### config.mk
export PLATFORM = sky130hd
export DESIGN_NAME = lsu_mem_port
export DESIGN_NICKNAME = d
export VERILOG_FILES = /design/src/rtl/lsu_mem_port.sv
export SDC_FILE = /design/constraint.sdc
export NUM_CORES = 1
export LEC_CHECK = 0
export CORE_MARGIN = 2
export CORE_UTILIZATION = 46
export DETAILED_ROUTE_END_ITERATION = 6
export PLACE_DENSITY = 0.95
export SYNTH_ARGS = -nofsm -noshare
export SYNTH_HDL_FRONTEND = slang
export SYNTH_SLANG_ARGS = --single-unit
### constraint.sdc
create_clock -name i_clk -period 2.9 [get_ports i_clk]
set_clock_uncertainty 0.1 [all_clocks]
set_input_delay 0.58 -clock i_clk [delete_from_list [all_inputs] [get_ports i_clk]]
set_output_delay 0.58 -clock i_clk [all_outputs]
set_load 0.03 [all_outputs]
### src/rtl/lsu_mem_port.sv
// lsu_mem_port: load/store unit on the data-memory side of execute.
//
// Takes a memory op from the decoder (mem_opcode, mem_unsigned), the ALU address and the rs2
// store data. It runs one request/acknowledge transaction on the data bus with byte-lane
// steering, then pulses done, with sign/zero-extended load data for loads.
//
// Ports:
//   i_clk, i_rst         rising-edge clock, synchronous active-high reset
//   i_start              launch an op (sampled only when idle)
//   i_mem_opcode[2:0]    [2] load/store, [1:0] byte/half/word/no-access
//   i_mem_unsigned       zero-extend load data
//   i_addr, i_wdata      byte address, store data
//   o_busy               not idle
//   o_done               one-cycle completion pulse
//   o_rdata              extended load data, held until the next completed load
//   o_rdata_valid        pulses with done for completed loads
//   o_misalign           pulses with done for a rejected misaligned op
//   o_err                pulses with done on bus timeout
//   o_bus_*              data-bus request side (req, we, word addr, byte enables, wdata)
//   i_bus_ack            bus completion (only honoured while requesting)
//   i_bus_rdata          read word, valid with i_bus_ack
//
// Optional feature macro: LSU_BUS_TIMEOUT_EN. When it is defined, a request that waits
// TIMEOUT_CYCLES cycles without an ack ends with err. Otherwise the unit waits indefinitely
// and o_err stays 0.
module lsu_mem_port #(
    parameter int unsigned TIMEOUT_CYCLES = 255
) (
    input  logic        i_clk,
    input  logic        i_rst,
    input  logic        i_start,
    input  logic [2:0]  i_mem_opcode,
    input  logic        i_mem_unsigned,
    input  logic [31:0] i_addr,
    input  logic [31:0] i_wdata,
    output logic        o_busy,
    output logic        o_done,
    output logic [31:0] o_rdata,
    output logic        o_rdata_valid,
    output logic        o_misalign,
    output logic        o_err,
    output logic        o_bus_req,
    output logic        o_bus_we,
    output logic [31:0] o_bus_addr,
    output logic [3:0]  o_bus_be,
    output logic [31:0] o_bus_wdata,
    input  logic        i_bus_ack,
    input  logic [31:0] i_bus_rdata
);

    typedef enum logic [1:0] {
        StIdle = 2'd0,
        StReq  = 2'd1,
        StDone = 2'd2
    } state_e;

    // A zero timeout would expire before the bus could ever answer.
    if (TIMEOUT_CYCLES == 0) begin : g_bad_timeout
        $error("lsu_mem_port: TIMEOUT_CYCLES must be at least 1");
    end

    state_e      r_state, w_state_next;
    logic        r_is_load, w_is_load_next;
    logic [1:0]  r_size, w_size_next;
    logic        r_unsigned, w_unsigned_next;
    logic [1:0]  r_lane, w_lane_next;
    logic        r_busy, w_busy_next;
    logic        r_done, w_done_next;
    logic [31:0] r_rdata, w_rdata_next;
    logic        r_rdata_valid, w_rdata_valid_next;
    logic        r_misalign, w_misalign_next;
    logic        r_err, w_err_next;
    logic        r_bus_req, w_bus_req_next;
    logic        r_bus_we, w_bus_we_next;
    logic [31:0] r_bus_addr, w_bus_addr_next;
    logic [3:0]  r_bus_be, w_bus_be_next;
    logic [31:0] r_bus_wdata, w_bus_wdata_next;

    logic        w_misaligned;
    logic [3:0]  w_be;
    logic [31:0] w_wdata_rep;
    logic [31:0] w_load_shift;
    logic [31:0] w_load_ext;
    logic        w_tmo_expired;

`ifdef LSU_BUS_TIMEOUT_EN
    localparam int unsigned CntWidth =
        ($clog2(TIMEOUT_CYCLES + 1) > 8) ? $clog2(TIMEOUT_CYCLES + 1) : 8;

    logic [CntWidth-1:0] r_tmo_cnt;

    assign w_tmo_expired = (r_tmo_cnt == CntWidth'(TIMEOUT_CYCLES));

    // Held at zero outside REQ, so every request starts counting from zero.
    always_ff @(posedge i_clk) begin
        if (i_rst || r_state != StReq) begin
            r_tmo_cnt <= '0;
        end else if (!i_bus_ack && !w_tmo_expired) begin
            r_tmo_cnt <= r_tmo_cnt + 1'b1;
        end
    end
`else
    assign w_tmo_expired = 1'b0;
`endif

    // Request-side decode straight from the launch inputs.
    always_comb begin
        w_misaligned = ((i_mem_opcode[1:0] == 2'b01) && i_addr[0]) ||
                       ((i_mem_opcode[1:0] == 2'b10) && (i_addr[1:0] != 2'b00));
        unique case (i_mem_opcode[1:0])
            2'b00: begin
                w_be        = 4'b0001 << i_addr[1:0];
                w_wdata_rep = {4{i_wdata[7:0]}};
            end
            2'b01: begin
                w_be        = 4'b0011 << i_addr[1:0];
                w_wdata_rep = {2{i_wdata[15:0]}};
            end
            default: begin
                w_be        = 4'b1111;
                w_wdata_rep = i_wdata;
            end
        endcase
    end

    // Halves are 2-byte aligned, so the byte-lane shift also right-aligns them.
    always_comb begin
        w_load_shift = i_bus_rdata >> {r_lane, 3'b000};
        unique case (r_size)
            2'b00:   w_load_ext = {{24{~r_unsigned & w_load_shift[7]}}, w_load_shift[7:0]};
            2'b01:   w_load_ext = {{16{~r_unsigned & w_load_shift[15]}}, w_load_shift[15:0]};
            default: w_load_ext = i_bus_rdata;
        endcase
    end

    always_comb begin
        w_state_next       = r_state;
        w_is_load_next     = r_is_load;
        w_size_next        = r_size;
        w_unsigned_next    = r_unsigned;
        w_lane_next        = r_lane;
        w_done_next        = 1'b0;
        w_rdata_next       = r_rdata;
        w_rdata_valid_next = 1'b0;
        w_misalign_next    = 1'b0;
        w_err_next         = 1'b0;
        w_bus_req_next     = r_bus_req;
        w_bus_we_next      = r_bus_we;
        w_bus_addr_next    = r_bus_addr;
        w_bus_be_next      = r_bus_be;
        w_bus_wdata_next   = r_bus_wdata;

        unique case (r_state)
            StIdle: begin
                if (i_start) begin
                    if (i_mem_opcode[1:0] == 2'b11) begin
                        w_state_next = StDone;
                        w_done_next  = 1'b1;
                    end else if (w_misaligned) begin
                        w_state_next    = StDone;
                        w_done_next     = 1'b1;
                        w_misalign_next = 1'b1;
                    end else begin
                        w_state_next     = StReq;
                        w_is_load_next   = i_mem_opcode[2];
                        w_size_next      = i_mem_opcode[1:0];
                        w_unsigned_next  = i_mem_unsigned;
                        w_lane_next      = i_addr[1:0];
                        w_bus_req_next   = 1'b1;
                        w_bus_we_next    = ~i_mem_opcode[2];
                        w_bus_addr_next  = {i_addr[31:2], 2'b00};
                        w_bus_be_next    = w_be;
                        w_bus_wdata_next = w_wdata_rep;
                    end
                end
            end
            StReq: begin
                // An ack in the expiry cycle still completes normally.
                if (i_bus_ack) begin
                    w_state_next   = StDone;
                    w_done_next    = 1'b1;
                    w_bus_req_next = 1'b0;
                    if (r_is_load) begin
                        w_rdata_next       = w_load_ext;
                        w_rdata_valid_next = 1'b1;
                    end
                end else if (w_tmo_expired) begin
                    w_state_next   = StDone;
                    w_done_next    = 1'b1;
                    w_err_next     = 1'b1;
                    w_bus_req_next = 1'b0;
                end
            end
            StDone:  w_state_next = StIdle;
            default: w_state_next = StIdle;
        endcase

        w_busy_next = (w_state_next != StIdle);
    end

    always_ff @(posedge i_clk) begin
        if (i_rst) begin
            r_state       <= StIdle;
            r_is_load     <= 1'b0;
            r_size        <= 2'b00;
            r_unsigned    <= 1'b0;
            r_lane        <= 2'b00;
            r_busy        <= 1'b0;
            r_done        <= 1'b0;
            r_rdata       <= '0;
            r_rdata_valid <= 1'b0;
            r_misalign    <= 1'b0;
            r_err         <= 1'b0;
            r_bus_req     <= 1'b0;
            r_bus_we      <= 1'b0;
            r_bus_addr    <= '0;
            r_bus_be      <= '0;
            r_bus_wdata   <= '0;
        end else begin
            r_state       <= w_state_next;
            r_is_load     <= w_is_load_next;
            r_size        <= w_size_next;
            r_unsigned    <= w_unsigned_next;
            r_lane        <= w_lane_next;
            r_busy        <= w_busy_next;
            r_done        <= w_done_next;
            r_rdata       <= w_rdata_next;
            r_rdata_valid <= w_rdata_valid_next;
            r_misalign    <= w_misalign_next;
            r_err         <= w_err_next;
            r_bus_req     <= w_bus_req_next;
            r_bus_we      <= w_bus_we_next;
            r_bus_addr    <= w_bus_addr_next;
            r_bus_be      <= w_bus_be_next;
            r_bus_wdata   <= w_bus_wdata_next;
        end
    end

    assign o_busy        = r_busy;
    assign o_done        = r_done;
    assign o_rdata       = r_rdata;
    assign o_rdata_valid = r_rdata_valid;
    assign o_misalign    = r_misalign;
    assign o_err         = r_err;
    assign o_bus_req     = r_bus_req;
    assign o_bus_we      = r_bus_we;
    assign o_bus_addr    = r_bus_addr;
    assign o_bus_be      = r_bus_be;
    assign o_bus_wdata   = r_bus_wdata;

endmodule
Word-level counts from Yosys, hierarchy flattened
Index checks and enable logic that the tools add are counted.
{"block": "totals", "inputBits": 104, "reg_bits": 112, "wordCells": 70}
{"block": "op_classes", "shift": 3, "reduce_logical": 14, "bitwise_logic": 10, "n_eq_ne": 9, "mux": 19}
{"op": "32-bit one-hot mux with 2 select lines", "n": 2}
{"op": "32-bit by 5-bit >> shifter with 16-bit output", "n": 1}
{"op": "1-bit two-way mux", "n": 9}
{"op": "2-bit two-way mux", "n": 4}
{"op": "2-bit inequality test, second input constant", "n": 4}
{"op": "1-bit NOT", "n": 8}
{"op": "4-bit one-hot mux with 2 select lines", "n": 1}
{"op": "2-bit by 1-bit == test with 1-bit output, second input constant", "n": 3}
{"op": "2-bit logical NOT", "n": 3}
{"op": "2-bit nonzero test", "n": 3}
{"op": "5-bit AND reduction", "n": 1}
{"op": "2-bit == test, second input constant", "n": 2}
{"op": "1-bit one-hot mux with 2 select lines", "n": 2}
{"op": "2-bit one-hot mux with 2 select lines", "n": 1}
{"op": "4-bit AND reduction", "n": 1}
{"op": "4-bit OR reduction", "n": 1}
{"op": "1-bit by 2-bit left shift with 4-bit output, first input constant", "n": 1}
{"op": "2-bit by 2-bit left shift with 4-bit output, first input constant", "n": 1}
{"op": "3-bit AND reduction", "n": 1}
{"op": "3-bit OR reduction", "n": 1}
{"op": "1-bit AND", "n": 2}
{"op": "1-bit logical AND", "n": 2}
{"op": "1-bit logical OR", "n": 1}

Longest topological paths before layout
{"block": "depth", "word_depth": 8, "mapped_depth": 7, "mapped_depth_nobuf": 4}

Least setup slack after synthesis
OpenSTA, ideal clock, no wires.
{"block": "synth_path", "path_type": "input to register", "startpoint": "input port i_mem_opcode[0]", "endpoint": "register r_size[1]", "stages": 6, "t_arrival_ns": 1.722, "required_time_ns": 2.713, "path_buffers": 2, "slack_ns": 0.990, "cell_sequence": "buf_6 o21a_1 o22a_1 buf_2 or4_1 o31ai_1"}
{"block": "synth_via", "elab_chain_cells": 5, "word_cells_on_any_way": 9, "cone_classes": "eq/ne: 3; bitwise: 2; reduce/logical: 4"}
{"element": "from (decl)", "line_no": "32", "text": "input logic [2:0] i_mem_opcode,"}
{"element": "2-bit by 1-bit == test with 1-bit output / 2-bit == test (equally long branches)", "line_no": "108, 109"}
{"element": "1-bit logical AND, on equally long branches", "line_no": "108, 109"}
{"element": "1-bit logical OR", "line_no": "108", "text": "w_misaligned = ((i_mem_opcode[1:0] == 2'b01) && i_addr[0]) ||"}
{"element": "1-bit NOT (no source line)"}
{"element": "4-bit AND reduction (no source line) (*)"}
{"element": "to (signal assigned)", "line_no": "222", "text": "r_size <= w_size_next;"}
{"element": "to (decl)", "line_no": "64", "text": "logic [1:0] r_size, w_size_next;"}
Mark *: on every way between the ends. The rest lies on a longest branch, timed or not.
A chain may end at the register's enable or synchronous reset.

Worst setup path after layout
{"block": "layout_path", "startpoint": "input port i_addr[1]", "endpoint": "register r_bus_addr[25] (netlist: o_bus_addr[25])"}
{"block": "layout_via", "elab_chain_cells": 5}
{"element": "from (decl)", "line_no": "34", "text": "input logic [31:0] i_addr,"}
{"element": "2-bit nonzero test", "line_no": "109", "text": "((i_mem_opcode[1:0] == 2'b10) && (i_addr[1:0] != 2'b00));"}
{"element": "1-bit logical AND", "line_no": "109"}
{"element": "1-bit logical OR", "line_no": "108"}
{"element": "1-bit NOT (no source line)"}
{"element": "4-bit AND reduction (no source line)"}
{"element": "to (signal assigned)", "line_no": "233", "text": "r_bus_addr <= w_bus_addr_next;"}
{"element": "to (decl)", "line_no": "75", "text": "logic [31:0] r_bus_addr, w_bus_addr_next;"}
Every way passes these cells.

==> summary.md <==
- r_size[1] — launch point of the worst reg-to-reg path
- 2.56 ns — Crit path arrival time
- 391 — violation count after the first detailed-route iteration
- 5020 um2 — cell area after synthesis
- sky130_fd_sc_hd__dfxtp_1, sky130_fd_sc_hd__a21oi_1, sky130_fd_sc_hd__o21ai_0 — most area-consuming cells after synthesis
- i_addr[1] — start point of the critical path
- flip-flop — Setup crit end kind
- 3.09 ns — endpoint required time on the critical path
- 46.6% — synthesis-to-finish area growth
- 909 — number of non-filler instances in the completed layout
- 5 — number of cells on the worst reg-to-reg path
- 594 — synthesized netlist cell count
- 44.6% — sequential-to-total area share from yosys stat
- 207 — PortBufs
- 3 — level count of the clock H-tree
- 0 — post-cts repair resize count
- 5.59% — share of layout cells above drive strength 1
- 2 — maximum buffer depth of the clock tree
- 29.2% — share of power burned in the clock network
- done — clock tree from TritonCTS
- 0.423 GHz — peak clock frequency supported by timing
- 0 — number of enable flip-flop cells after synthesis
- 0 — antenna violations before repair
- 5 — DR pass1 iterations
- 5365 — Via Count
- 0 — Post-route DRC
- 0.00250 W — Internal Power
- 112 — number of clock sinks seen by CTS
- 2.46 nW — leakage dissipation
- 40.7% — Max transition margin
- 0 — Post-CTS Setup Repair Bufs
- 38 — Placement Rows
- 0.292 mV — VDD IR max
- 868 — number of nets in the layout
- 893 — placed insts
- 12.1 mm — Post-DP HPWL
- sky130_fd_sc_hd__dfxtp_1 — cell accounting for the most synthesized area
- 484 nW/um2 — total power per unit cell area
- reg -> reg — worst min-delay path category
- 0 — pins over their slew limit
- 24.2% — combinational share of power
- 5.90 — routed vias/inst
- 29.8% — switching part of the total power
- 0.00106 W — Switch Pwr
- 10700 um2 — core region area
- 0 — total inserted antenna cells
- sky130_fd_sc_hd__clkbuf_8 — clock root buffer
- 0 — CTS Hold Buffers Added
- 0 — Final Hold Violating Endpoints
- 211 — I/O pins
- no — setup repair after global routing missed its margin
- 0.10 ns — clock-pin transition on the worst setup and hold timing paths
- 0.885 — routability cong.
- 0 — antenna violation net count after detailed routing
- 9 — CTS buffer count
- 0.889 ns — actual slew at the worst max-slew pin
- 0 — max capacitance violation total
- 46.6% — sequential cell fraction of total power
- 44 — peak fanout along the critical path
- 44.6% — area share of the largest cell type after synthesis
- 18.3 um — per-cell routed wire length
- 8.46 um2 — Post-Syn Area per Cell
- 109 um — die outline width
- 5175 — via count of the first global-routing pass
- 46.8% — starting utilization of the core area
- 0.78 ns — setup slack of the most critical reg-to-reg path
- 0 — global route total overflow
- sky130_fd_sc_hd__clkdlybuf4s50_1 — commonest non-fill, non-tap cell in the layout
- 0 — count of final setup violators
- input port — startpoint kind of the worst setup timing path
- 11800 um2 — DIE AREA
- 109 um — height of the chip
- o_rdata[14] — worst reg2reg endpoint
- 0 — number of warnings reported in the yosys synthesis log
- 112 — number of synthesized register bits
- sky130_fd_sc_hd__dfxtp_1 — leading register cell type out of synthesis
- 2.36 ns — min cycle time layout
- 26.0 mm — first-pass GRT wire length
- 42 — number of distinct library cells after synthesis
- 81.5% — final critical-path share of the clock period
- sky130_fd_sc_hd__clkdlybuf4s50_1, sky130_fd_sc_hd__dfxtp_1, sky130_fd_sc_hd__a21oi_1, sky130_fd_sc_hd__o21ai_0, sky130_fd_sc_hd__nand2_1 — highest-count cells in the layout ignoring fill and taps
- 0 ns — final setup TNS
- 16.6 mm — Post-Route WL
- o_bus_addr[25] — termination of the worst setup path
- 28.2% — total global routing track utilization
- completed — outcome
- 0% — post-synthesis async set-or-reset flop share
- in -> reg — critical path class
- 0.37 ns — Clock Latency Late Sink
- 86 — largest net degree at the start of global routing
==> synthesized netlist by cell type (7+ instances only) <==
| master | count |
|---|---|
| sky130_fd_sc_hd__dfxtp_1 | 112 |
| sky130_fd_sc_hd__a21oi_1 | 81 |
| sky130_fd_sc_hd__o21ai_0 | 61 |
| sky130_fd_sc_hd__nand2_1 | 47 |
| sky130_fd_sc_hd__nand3_1 | 43 |
| sky130_fd_sc_hd__clkbuf_1 | 42 |
| sky130_fd_sc_hd__a211oi_1 | 37 |
| sky130_fd_sc_hd__nor2_1 | 34 |
| sky130_fd_sc_hd__mux2i_1 | 26 |
| sky130_fd_sc_hd__buf_2 | 17 |
| sky130_fd_sc_hd__o211ai_1 | 14 |
| sky130_fd_sc_hd__a311oi_1 | 11 |
| sky130_fd_sc_hd__a2bb2oi_1 | 8 |
| sky130_fd_sc_hd__o2111ai_1 | 8 |
| sky130_fd_sc_hd__nand3b_1 | 7 |
| sky130_fd_sc_hd__o221ai_1 | 7 |
==> stage by stage <==
step / worst slack, ns / utilization [%] / power (W) / hold slack, ns / area, um2
after CTS: 0.553 / 68.5 / 0.00357 / 0.372 / 7360
after global placement: 0.301 / 66.4 / 0.00252 / 0.352 / 7140
final: 0.535 / 68.5 / 0.00356 / 0.364 / 7360
after global routing: 0.411 / 68.5 / 0.00371 / 0.396 / 7360
after floorplan: 0.990 / - / 0.00215 / 0.367 / 5030
after detailed placement: 0.168 / 66.4 / 0.00255 / 0.357 / 7140
==> routing by layer <==
metal,share of wire (%),wire [um],track usage [%]
met5,0,0,0
met4,3.7,617,14.0
met3,10,1670,10.1
met2,48,8060,46.7
met1,38,6270,31.9
==> worst max-delay path, cell delays in order <==
cell and delay (ns):
sky130_fd_sc_hd__clkdlybuf4s50_1 0.59, sky130_fd_sc_hd__o21a_1 0.22, sky130_fd_sc_hd__o22a_1 0.37, sky130_fd_sc_hd__buf_4 0.41, sky130_fd_sc_hd__o21ai_0 0.18, sky130_fd_sc_hd__a21oi_1 0.19
==> cell families (layout without fill, tap and decap cells) <==
| kind of cell | after synthesis | count (layout) | share of synthesized area (%) |
|---|---|---|---|
| mux | 28 | 28 | 5.85 |
| flops | 112 | 112 | 44.6 |
| simple gates | 144 | 144 | 13.3 |
| buf+inv | 72 | 245 | 6.55 |
| compound gates | 236 | 236 | 29.5 |
| xor+xnor | 1 | 1 | 0.174 |
| other cells | 1 | 3 | 0.0746 |
==> final cells by class <==
class / instances / area, um2
Sequential cell: 112 / 2240
Fill cell: 848 / 3380
Clock buffer: 10 / 138
Inverter: 4 / 15.0
Multi-Input combinational cell: 412 / 2470
Timing Repair Buffer: 225 / 2230
Clock inverter: 6 / 90.1
Tap cell: 140 / 175
==> registers in the layout, summed over array words and instances (netlist names) <==
register,flops
o_bus_wdata,32
o_rdata,32
o_bus_addr,30
o_bus_be,4
r_lane,2
r_size,2
r_state,2
o_bus_req,1
o_bus_we,1
o_busy,1
o_done,1
o_misalign,1
o_rdata_valid,1
r_is_load,1
r_unsigned,1
==> worst min-delay path by stage <==
| stage | start | end | slack [ns] | cells after the start |
|---|---|---|---|---|
| 2_1_floorplan | r_unsigned | r_unsigned | 0.37 | 2 |
| 5_1_grt | o_rdata[0] | o_rdata[0] | 0.40 | 2 |
| 6_report | o_rdata[0] | o_rdata[0] | 0.36 | 2 |
| 3_5_place_dp | o_rdata[0] | o_rdata[0] | 0.36 | 2 |
| 3_3_place_gp | o_rdata[0] | o_rdata[0] | 0.35 | 2 |
| 4_1_cts | o_rdata[0] | o_rdata[0] | 0.37 | 2 |
==> power groups by stage <==
stage	combinational [W]	sequential, W	clock (W)
CTS	0.000859	0.00166	0.00106
floorplan	0.000332	0.00182	0
global route	0.000918	0.00167	0.00112
detailed placement	0.000855	0.00169	0
finish	0.000864	0.00166	0.00104
global placement	0.000832	0.00169	0
Power figures use the tool's default switching activity.
